<file path="src/rtl/apb_memory_pkg.sv">
`default_nettype none
// ============================================================================
// Module      : apb_memory_pkg
// Description : Shared types and default sizing for the APB scratch memory.
// Revision    : 1.0 - initial release
// ============================================================================
package apb_memory_pkg;

  // Default geometry: 64 words of 32 bits behind a 6-bit word address
  localparam int unsigned c_addr_width = 6;
  localparam int unsigned c_data_width = 32;
  localparam int unsigned c_mem_depth  = 64;

  // Phase seen on the bus in the previous cycle
  typedef enum logic [1:0] {
    PH_IDLE   = 2'd0,
    PH_SETUP  = 2'd1,
    PH_ACCESS = 2'd2
  } phase_t;

  // True when a word address selects an implemented location
  function automatic logic addr_in_range(input logic [31:0] addr,
                                         input int unsigned depth);
    return (addr < depth);
  endfunction

endpackage : apb_memory_pkg
`default_nettype wire

</file>
<file path="src/rtl/apb_memory_array.sv">
`default_nettype none
// ============================================================================
// Module      : apb_memory_array
// Description : Word-organised register file with asynchronous clear, one
//               synchronous write port, a combinational read port and an
//               address-in-range flag. Out-of-range reads return zero and
//               out-of-range writes are dropped.
// Revision    : 1.0 - initial release
// ============================================================================
module apb_memory_array
  import apb_memory_pkg::*;
#(
  parameter int unsigned ADDR_WIDTH = c_addr_width,
  parameter int unsigned DATA_WIDTH = c_data_width,
  parameter int unsigned MEM_DEPTH  = c_mem_depth
) (
  input  logic                  clk,
  input  logic                  rst_n,
  input  logic                  i_we,
  input  logic [ADDR_WIDTH-1:0] i_addr,
  input  logic [DATA_WIDTH-1:0] i_wdata,
  output logic [DATA_WIDTH-1:0] o_rdata,
  output logic                  o_in_range
);

  // Word index width; the address is assumed at least this wide
  localparam int unsigned c_idx_w = (MEM_DEPTH > 1) ? $clog2(MEM_DEPTH) : 1;

  logic                  w_in_range;
  logic [c_idx_w-1:0]    w_idx;
  logic [DATA_WIDTH-1:0] w_words [MEM_DEPTH];

  assign w_in_range = addr_in_range(32'(i_addr), MEM_DEPTH);
  assign w_idx      = i_addr[c_idx_w-1:0];

  // One register per word so each location has its own clear and enable
  for (genvar gi = 0; gi < MEM_DEPTH; gi++) begin : g_word
    logic [DATA_WIDTH-1:0] r_word;
    logic                  w_sel;

    assign w_sel = i_we && w_in_range && (w_idx == c_idx_w'(gi));

    // Word storage: cleared by reset, loaded when this word is written
    always_ff @(posedge clk or negedge rst_n) begin
      if (!rst_n) begin
        r_word <= '0;
      end else if (w_sel) begin
        r_word <= i_wdata;
      end
    end

    assign w_words[gi] = r_word;
  end

  assign o_rdata    = w_in_range ? w_words[w_idx] : '0;
  assign o_in_range = w_in_range;

endmodule : apb_memory_array
`default_nettype wire

</file>
<file path="src/rtl/apb_memory.sv">
`default_nettype none
// ============================================================================
// Module      : apb_memory
// Description : Zero-wait-state APB slave fronting a register-file memory.
//               Tracks the previous bus phase, flags protocol violations
//               and out-of-range addresses through Pslverr, commits writes
//               at the end of a valid access and captures read data at the
//               end of the read setup cycle.
// Revision    : 1.0 - initial release
// ============================================================================
module apb_memory
  import apb_memory_pkg::*;
#(
  parameter int unsigned ADDR_WIDTH = c_addr_width,
  parameter int unsigned DATA_WIDTH = c_data_width,
  parameter int unsigned MEM_DEPTH  = c_mem_depth
) (
  input  logic                  Pclk,
  input  logic                  Prst,
  input  logic [ADDR_WIDTH-1:0] Paddr,
  input  logic                  Pselx,
  input  logic                  Penable,
  input  logic                  Pwrite,
  input  logic [DATA_WIDTH-1:0] Pwdata,
  output logic                  Pready,
  output logic                  Pslverr,
  output logic [DATA_WIDTH-1:0] Prdata
);

  phase_t                r_ph;
  phase_t                w_ph_nxt;
  logic                  w_access_ok;
  logic                  w_proto_err;
  logic                  w_pready;
  logic                  w_pslverr;
  logic                  w_we;
  logic                  w_rd_setup;
  logic                  w_in_range;
  logic [DATA_WIDTH-1:0] w_rdata;
  logic [DATA_WIDTH-1:0] r_prdata;

  // Phase register: remembers what the bus did in the previous cycle
  always_ff @(posedge Pclk or negedge Prst) begin
    if (!Prst) begin
      r_ph <= PH_IDLE;
    end else begin
      r_ph <= w_ph_nxt;
    end
  end

  // Next phase follows the current select/enable pair directly
  always_comb begin
    w_ph_nxt = PH_IDLE;
    if (Pselx && !Penable) begin
      w_ph_nxt = PH_SETUP;
    end else if (Pselx && Penable) begin
      w_ph_nxt = PH_ACCESS;
    end
  end

  // Response decode; outputs are held low while reset is asserted so an
  // aborted transfer never reports completion
  always_comb begin
    w_access_ok = 1'b0;
    w_proto_err = 1'b0;
    w_pready    = 1'b0;
    w_pslverr   = 1'b0;
    w_we        = 1'b0;
    w_rd_setup  = 1'b0;
    if (Prst && Pselx && Penable) begin
      w_access_ok = (r_ph == PH_SETUP);
      w_proto_err = (r_ph != PH_SETUP);
      w_pready    = 1'b1;
      w_pslverr   = w_proto_err || !w_in_range;
      w_we        = w_access_ok && Pwrite && !w_pslverr;
    end
    if (Pselx && !Penable && !Pwrite) begin
      w_rd_setup = 1'b1;
    end
  end

  // Read data captured at the end of a read setup; held until the next one
  always_ff @(posedge Pclk or negedge Prst) begin
    if (!Prst) begin
      r_prdata <= '0;
    end else if (w_rd_setup) begin
      r_prdata <= w_rdata;
    end
  end

  apb_memory_array #(
    .ADDR_WIDTH (ADDR_WIDTH),
    .DATA_WIDTH (DATA_WIDTH),
    .MEM_DEPTH  (MEM_DEPTH)
  ) u_array (
    .clk        (Pclk),
    .rst_n      (Prst),
    .i_we       (w_we),
    .i_addr     (Paddr),
    .i_wdata    (Pwdata),
    .o_rdata    (w_rdata),
    .o_in_range (w_in_range)
  );

  assign Pready  = w_pready;
  assign Pslverr = w_pslverr;
  assign Prdata  = r_prdata;

endmodule : apb_memory
`default_nettype wire

</file>
<file path="config.mk">
export PLATFORM = sky130hd
export DESIGN_NAME = apb_memory
export DESIGN_NICKNAME = d
export VERILOG_FILES = /design/src/rtl/apb_memory_pkg.sv /design/src/rtl/apb_memory_array.sv /design/src/rtl/apb_memory.sv
export SDC_FILE = /design/constraint.sdc
export NUM_CORES = 2
export LEC_CHECK = 0
export BUFFER_PORTS_ARGS = -buffer_cell sky130_fd_sc_hd__buf_2
export CORE_UTILIZATION = 57
export CTS_CLUSTER_DIAMETER = 100
export CTS_CLUSTER_SIZE = 8
export DETAILED_ROUTE_END_ITERATION = 8
export PLACE_DENSITY = 0.76
export SLEW_MARGIN = 20
export SYNTH_ARGS = -nofsm -noshare
export SYNTH_HDL_FRONTEND = slang
export SYNTH_SLANG_ARGS = --single-unit
</file>
<file path="constraint.sdc">
create_clock -name Pclk -period 2.1 [get_ports Pclk]
set_clock_uncertainty 0.2 [all_clocks]
set_input_delay 0 -clock Pclk [delete_from_list [all_inputs] [get_ports Pclk]]
set_output_delay 0 -clock Pclk [all_outputs]
set_load 0.05 [all_outputs]
</file>
After elaboration in Yosys (flattened, before gate mapping)
Index checks and enable logic that the tools add are counted.
{ "word_totals": {"ff_bits": 2082, "latch_bits": 0, "ram_bits": 0, "rom_bits": 0, "in_bits": 43, "out_inout_bits": 34, "memories": 0} }
{ "classes": {"addsub": 0, "mul": 0, "n_div": 0, "order_cmp": 1, "eq_ne": 65, "n_shift": 0, "mux": 9, "bitwise_logic": 1, "reduce_logical": 75} }
{ "ops": {"columns": ["operator", "n"], "rows": [
  ["binary-select mux 32 bit (select 6 bit)", 1],
  ["equality test 6 bit (second input constant)", 32],
  ["equality test 6 x 5 -> 1 bit (second input constant)", 16],
  ["logical AND 1 bit", 71],
  ["2-to-1 mux 32 bit", 2],
  ["equality test 6 x 4 -> 1 bit (second input constant)", 8],
  ["equality test 6 x 3 -> 1 bit (second input constant)", 4],
  ["equality test 6 x 2 -> 1 bit (second input constant)", 2],
  ["greater-or-equal comparator 7 bit (second input constant)", 1],
  ["inverter 6 -> 7 bit", 1],
  ["equality test 6 x 1 -> 1 bit (second input constant)", 1],
  ["zero test 6 bit", 1],
  ["2-to-1 mux 1 bit", 4],
  ["2-to-1 mux 2 bit", 2],
  ["zero test 1 bit", 3],
  ["equality test 2 x 1 -> 1 bit (second input constant)", 1],
  ["inequality test 2 x 1 -> 1 bit (second input constant)", 1]
]} }

Logic depth before layout (Yosys ltp)
{ "logic_depth": {"depth_word": 5, "mapped_depth": 11} }

By module
From an unflattened synthesis, not the netlist that was laid out.
{ "hier_totals": {"hier_cells": 5812, "area_unflattened_um2": 93104.3} }
{ "modules_own_cells": {"columns": ["mod", "instances", "cells_each", "area_each_um2", "seq_area_each_um2"], "rows": [
  ["apb_memory_array", 1, 5736, 91800.5, 51249.2],
  ["apb_memory", 1, 76, 1303.8, 850.8]
]} }

Worst setup path before layout
OpenSTA, ideal clock, no wires.
{ "synth_timing": {"kind": "in2reg", "from": "in Paddr[3]", "to": "reg r_prdata[24], in the netlist Prdata[24]", "setup_time_ns": 0.126, "arrival_time_ns": 1.842, "required_ns": 1.774, "path_slack_ns": -0.068, "cell_stages": 9, "path_buffers": 5, "path_cell_list": "buf_2 > buf_4 > buf_2 > buf_2 > buf_2 > mux4_2 > a22oi_1 > nand3_1 > o32a_1"} }
{ "synth_between": {"elab_chain_cells": 4} }
{ "synth_lines": {"columns": ["element", "line_no", "text"], "rows": [
  ["start, declared", "apb_memory.sv:20", "input logic [ADDR_WIDTH-1:0] Paddr,"],
  ["inverter 6 -> 7 bit (not written as such)", "apb_memory_array.sv:55", "assign o_rdata = w_in_range ? w_words[w_idx] : '0;"],
  ["binary-select mux 32 bit (select 6 bit)", "apb_memory_array.sv:55", null],
  ["2-to-1 mux 32 bit (not written as such) (2 in a row)", "apb_memory_array.sv:55", null],
  ["end signal, assigned", "apb_memory.sv:87", "r_prdata <= w_rdata;"],
  ["end, declared", "apb_memory.sv:40", "logic [DATA_WIDTH-1:0] r_prdata;"]
]} }
Every way passes these cells. The select of a mux whose other input is x is not followed.
A chain may end at the register's enable or synchronous reset.

Worst setup path after layout
{ "layout_timing": {"from": "reg u_array.g_word[59].r_word[16]", "to": "reg r_prdata[16], in the netlist Prdata[16]"} }
{ "layout_between": {"elab_chain_cells": 3} }
{ "layout_lines": {"columns": ["element", "line_no", "text"], "rows": [
  ["start, declared", "apb_memory_array.sv:38", "logic [DATA_WIDTH-1:0] r_word;"],
  ["start signal, assigned", "apb_memory_array.sv:48", "r_word <= i_wdata;"],
  ["binary-select mux 32 bit (select 6 bit)", "apb_memory_array.sv:55", null],
  ["2-to-1 mux 32 bit (not written as such) (2 in a row)", "apb_memory_array.sv:55", null]
]} }
Every way passes these cells. The select of a mux whose other input is x is not followed.

==> results by stage <==
Detailed routing:
- The detailed router finished its first iteration with 6,100 violations.
- The detail route stage leaves a number of antenna-violating nets equal to 0.
- The final layout contains routed wiring with a total length of 291,000 um.
- The post-detailed-route via-to-cell ratio is around 6.8.
- The number of vias in the routed layout is 59,828.
- After detailed routing, the average wire length per cell comes to 32.8 um.
- For this run, design rule violations remaining after detail routing come to 0.
- For this run, the detailed router's first-pass iteration total came to 8.

Timing:
- Setup repair after global routing could not meet its margin everywhere.
- After layout, the worst path uses 120% of the clock period.
- In the final timing run, aggregate negative setup slack is -405.94 ns.
- The remaining max-slew budget at the tightest pin is between 20% and 30%.
- The number of hold violations in the final report was 90.
- The total setup violations reported at the end of the flow is 2,071.
- For the pin with the worst max-slew slack, the measured transition is 1.05 ns.
- The maximum clock rate is 397 MHz.
- The minimum setup slack in the final design is -0.419 ns.
- The tightest hold margin is -0.322 ns.
- The final critical path time including I/O delays and setup is 2.52 ns.
- The final number of max-transition violations is 0.

Power and ir drop:
- The power consumption is 0.0894 W.
- The internal portion of the total power is around 0.069 W.
- Power spread over the standard cell area amounts to 777 nW/um^2.
- The reported leakage power is 57.3 nW.
- Of the total power, the share spent switching nets is 23.2%.
- The clock network is responsible for 47.9% of the overall power.
- VDD sags by at most 0.909 mV.
- The sequential group share of total power is 45.8%.
- Of the total power, combinational logic draws approximately 6.4%.
- The switching component of the power is just over 0.02 W.

Cells and area:
- The area growth from synthesis to layout is 22.0%.
- Fill cells in the final layout number 9,960.
- In the final design database the tool counted 6,708 nets.
- In the final layout, the share of cells above drive strength 1 is ~55%.
- In the final layout, the multi-input gates occupy slightly above 40,000 sq um.
- Excluding fillers, the count of instances in the completed layout stands at 8,854.
- Registers take 52,100 sq um.

Setup path:
- STA classifies the critical path startpoint as a register.
- The source of the worst register-to-register timing path is u_array.g_word[59].r_word[16].
- Tracing the worst setup path back leads to its startpoint at u_array.g_word[59].r_word[16].
- The worst setup path is captured at a register.
- Of all nets on the critical path, the largest fanout is 2.
- By startpoint and endpoint, the worst setup path is classified as register to register.
- The worst path required time is 2.69 ns.
- The arrival time of data at the critical path endpoint is 3.11 ns.

Outcome:
- The flow ran to the end, but the final reports show violations.
- The checks that failed: hold timing, setup timing.

Die:
- The floorplan step set the die height to 409 um.
- The initial utilization of the core area, before any placement, comes to slightly below 60%.
- The die covers 167,000 sq um.
- Pin placement for this block handled 77 I/O pins.
- The initialized floorplan defines 148 standard-cell rows.
- The total core area is between 150,000 and 200,000 sq um.
- The die outline width is 409 um.

Yosys:
- The most used flip-flop cell after synthesis is sky130_fd_sc_hd__dfrtp_1.
- Synthesis inferred 2,082 register bits.
- In this run, synthesis inferred 0 flip-flops with an integrated enable.
- The post-synthesis cell area is 94,300 sq um.
- The net count after synthesis is just over 6,000.
- Dividing the synthesized area by the synthesized cell count gives 15.4 sq um.
- The number of warnings reported in the yosys synthesis log is 0.
- Sequential elements use a little under three fifths of the synthesized area.
- Synthesis handed over a netlist of between 6,000 and 7,000 instances.
- In this run, distinct cell masters in the synthesized netlist total between 50 and 60.
- The fraction of synthesis flops using an asynchronous set or reset pin is 100%.

Clock tree:
- The root buffer cell chosen for the clock tree is sky130_fd_sc_hd__clkbuf_16.
- Buffers inserted to repair hold after CTS numbered 64.
- The clock sink total is 2,082.
- The buffer levels on the longest clock path is 4.
- The number of levels in the clock H-tree is 5.
- The clock latency on the worst-skew pair is slightly above 0.9 ns.
- TritonCTS built the clock tree.
- TritonCTS created 310 clock buffers.
- The CTS clock-pin slew for the worst setup and hold paths is 0.06 ns.

Global route:
- Summed over all layers, the global routing overflow is 0.
- Entering global routing, the biggest net connects 180 pins.
- The total global routing track utilization is 33.7%.
- The number of global-route vias before repair came to 62,788.
- The number of antenna violations at the first check in global routing is 8.
- The first global-routing pass estimated around 420,000 um of wire.

Placement:
- Routability-driven placement finished with a final weighted congestion of 0.830.
- The number of cells in the design after placement is 8,325.
- Detailed placement ended at an HPWL of 156,000 um.
- The count of buffers added on input and output ports is 76.

Min path:
- The path class of the tightest hold or removal check is primary input to asynchronous set/reset pin.

Job:
- Max-cap violations in this run came to 0.
[cell families (layout without fill, tap and decap cells)]
| family | after synthesis | in the layout | share of synthesized area, % |
|---|---|---|---|
| compound gates | 344 | 344 | 2.73 |
| buf+inv | 631 | 1171 | 3.17 |
| flops | 2082 | 2082 | 55.3 |
| mux | 2775 | 2775 | 37.3 |
| other cells | 0 | 4 | 0 |
| simple gates | 303 | 303 | 1.55 |
[what timing repair did]
item	CTS	global route
cloned	75	36
setup endpoints to repair	1986	2847
setup buffers	29	11
pin swaps	22	22
endpoints found under the hold margin	3946	90
resized for setup	252	151
[cell usage in the layout (no fill, tap or decap), types with 24 or more instances in the layout]
cell,instances
sky130_fd_sc_hd__a21oi_1,43
sky130_fd_sc_hd__a22oi_1,139
sky130_fd_sc_hd__buf_12,234
sky130_fd_sc_hd__buf_16,76
sky130_fd_sc_hd__buf_2,72
sky130_fd_sc_hd__buf_4,326
sky130_fd_sc_hd__buf_6,26
sky130_fd_sc_hd__clkbuf_16,348
sky130_fd_sc_hd__dfrtp_1,2082
sky130_fd_sc_hd__dlygate4sd3_1,61
sky130_fd_sc_hd__mux2_2,2053
sky130_fd_sc_hd__mux2i_1,333
sky130_fd_sc_hd__mux4_2,384
sky130_fd_sc_hd__nand2_1,68
sky130_fd_sc_hd__nand2_8,46
sky130_fd_sc_hd__nand3_1,24
sky130_fd_sc_hd__o22ai_1,25
sky130_fd_sc_hd__o32a_1,24
[worst max-delay path: stages, from the launching register on]
cell and delay [ns]:
sky130_fd_sc_hd__dfrtp_1 0.39, sky130_fd_sc_hd__mux4_2 0.48, sky130_fd_sc_hd__mux4_2 0.58, sky130_fd_sc_hd__nor2_4 0.15, sky130_fd_sc_hd__a2111oi_4 0.07, sky130_fd_sc_hd__clkbuf_16 0.20, sky130_fd_sc_hd__o32a_1 0.32
[worst paths after layout]
path	endpoint	slack [ns]	depth (start not counted)
max	Prdata[16]	-0.42	6
min	u_array.g_word[26].r_word[0]	-0.32	3
max reg2reg	Prdata[16]	-0.42	6
min reg2reg	u_array.g_word[27].r_word[20]	0.30	1
max in group asynchronous	u_array.g_word[15].r_word[11]	0.09	7
min in group Pclk	u_array.g_word[55].r_word[26]	0.06	4
[synthesized netlist by cell type (2+ instances only)]
cell type                   number  area, sq um
sky130_fd_sc_hd__a2111o_1        7         78.8
sky130_fd_sc_hd__a2111oi_0      22          193
sky130_fd_sc_hd__a211oi_1       18          135
sky130_fd_sc_hd__a21oi_1        43          215
sky130_fd_sc_hd__a22o_1          8         70.1
sky130_fd_sc_hd__a22oi_1       141         1060
sky130_fd_sc_hd__a31oi_1         7         43.8
sky130_fd_sc_hd__a41oi_1         7         61.3
sky130_fd_sc_hd__and2_1          5         31.3
sky130_fd_sc_hd__and3_1         16          100
sky130_fd_sc_hd__and3b_1         2         17.5
sky130_fd_sc_hd__buf_1          52          195
sky130_fd_sc_hd__buf_2         251         1260
sky130_fd_sc_hd__buf_4          34          255
sky130_fd_sc_hd__buf_6          18          203
sky130_fd_sc_hd__buf_8           2         30.0
sky130_fd_sc_hd__clkbuf_1      270         1010
sky130_fd_sc_hd__dfrtp_1      2082        52100
sky130_fd_sc_hd__inv_1           2         7.51
sky130_fd_sc_hd__mux2_2       2056        23200
sky130_fd_sc_hd__mux2i_1       335         3350
sky130_fd_sc_hd__mux4_2        384         8650
sky130_fd_sc_hd__nand2_1       132          495
sky130_fd_sc_hd__nand2b_1        5         31.3
sky130_fd_sc_hd__nand3_1        29          145
sky130_fd_sc_hd__nand4_1        14         87.6
sky130_fd_sc_hd__nor2_1         49          184
sky130_fd_sc_hd__nor2b_1        27          169
sky130_fd_sc_hd__nor3_2          4         40.0
sky130_fd_sc_hd__nor4b_1         9         78.8
sky130_fd_sc_hd__o2111ai_1      13          114
sky130_fd_sc_hd__o21ai_0        11         55.1
sky130_fd_sc_hd__o221ai_1       11         96.3
sky130_fd_sc_hd__o22ai_1        28          175
sky130_fd_sc_hd__o32a_1         24          240
sky130_fd_sc_hd__or2_2           2         12.5
[per-layer routing]
layer | global-route usage (%) | vias to the layer above | wire length, um
met5 | 0 | - | 53
met4 | 18.1 | 8 | 19100
met3 | 7.39 | 896 | 24100
met2 | 52.8 | 3088 | 137000
met1 | 44.2 | 32082 | 110000
li1 | - | 23754 | -
[area by class of cell]
cell class	instances	area share, %
repair buffers	847	10.2
multi-input cells	3422	35.2
well taps	2175	2.37
clock buffers	315	6.85
clock inverters	7	0.0468
diodes	4	0.00870
inverters	2	0.00653
flip-flops and latches	2082	45.3
[metrics by stage]
step	worst slack, ns	hold slack, ns	utilization, %	area [sq um]
global placement	-1.13	-0.194	62.0	101000
floorplan	0.00779	-0.496	-	94300
global route	-0.432	-0.243	70.3	115000
CTS	-0.310	-0.289	69.5	114000
detailed placement	-0.845	-0.183	62.0	101000
finish	-0.419	-0.322	70.4	115000
[power groups by stage]
stage	Sequential [W]	Combinational [W]	Clock, W
finish	0.0409	0.00568	0.0428
global route	0.0409	0.00601	0.0449
CTS	0.0409	0.00553	0.0430
detailed placement	0.0415	0.00532	0
global placement	0.0415	0.00523	0
floorplan	0.0418	0.00230	0
[sequential cells by signal, indices dropped and copies added (netlist names)]
register               flops
u_array.g_word.r_word   2048
Prdata                    32
r_ph                       2
No activity file was read; power rests on OpenSTA's default activity.
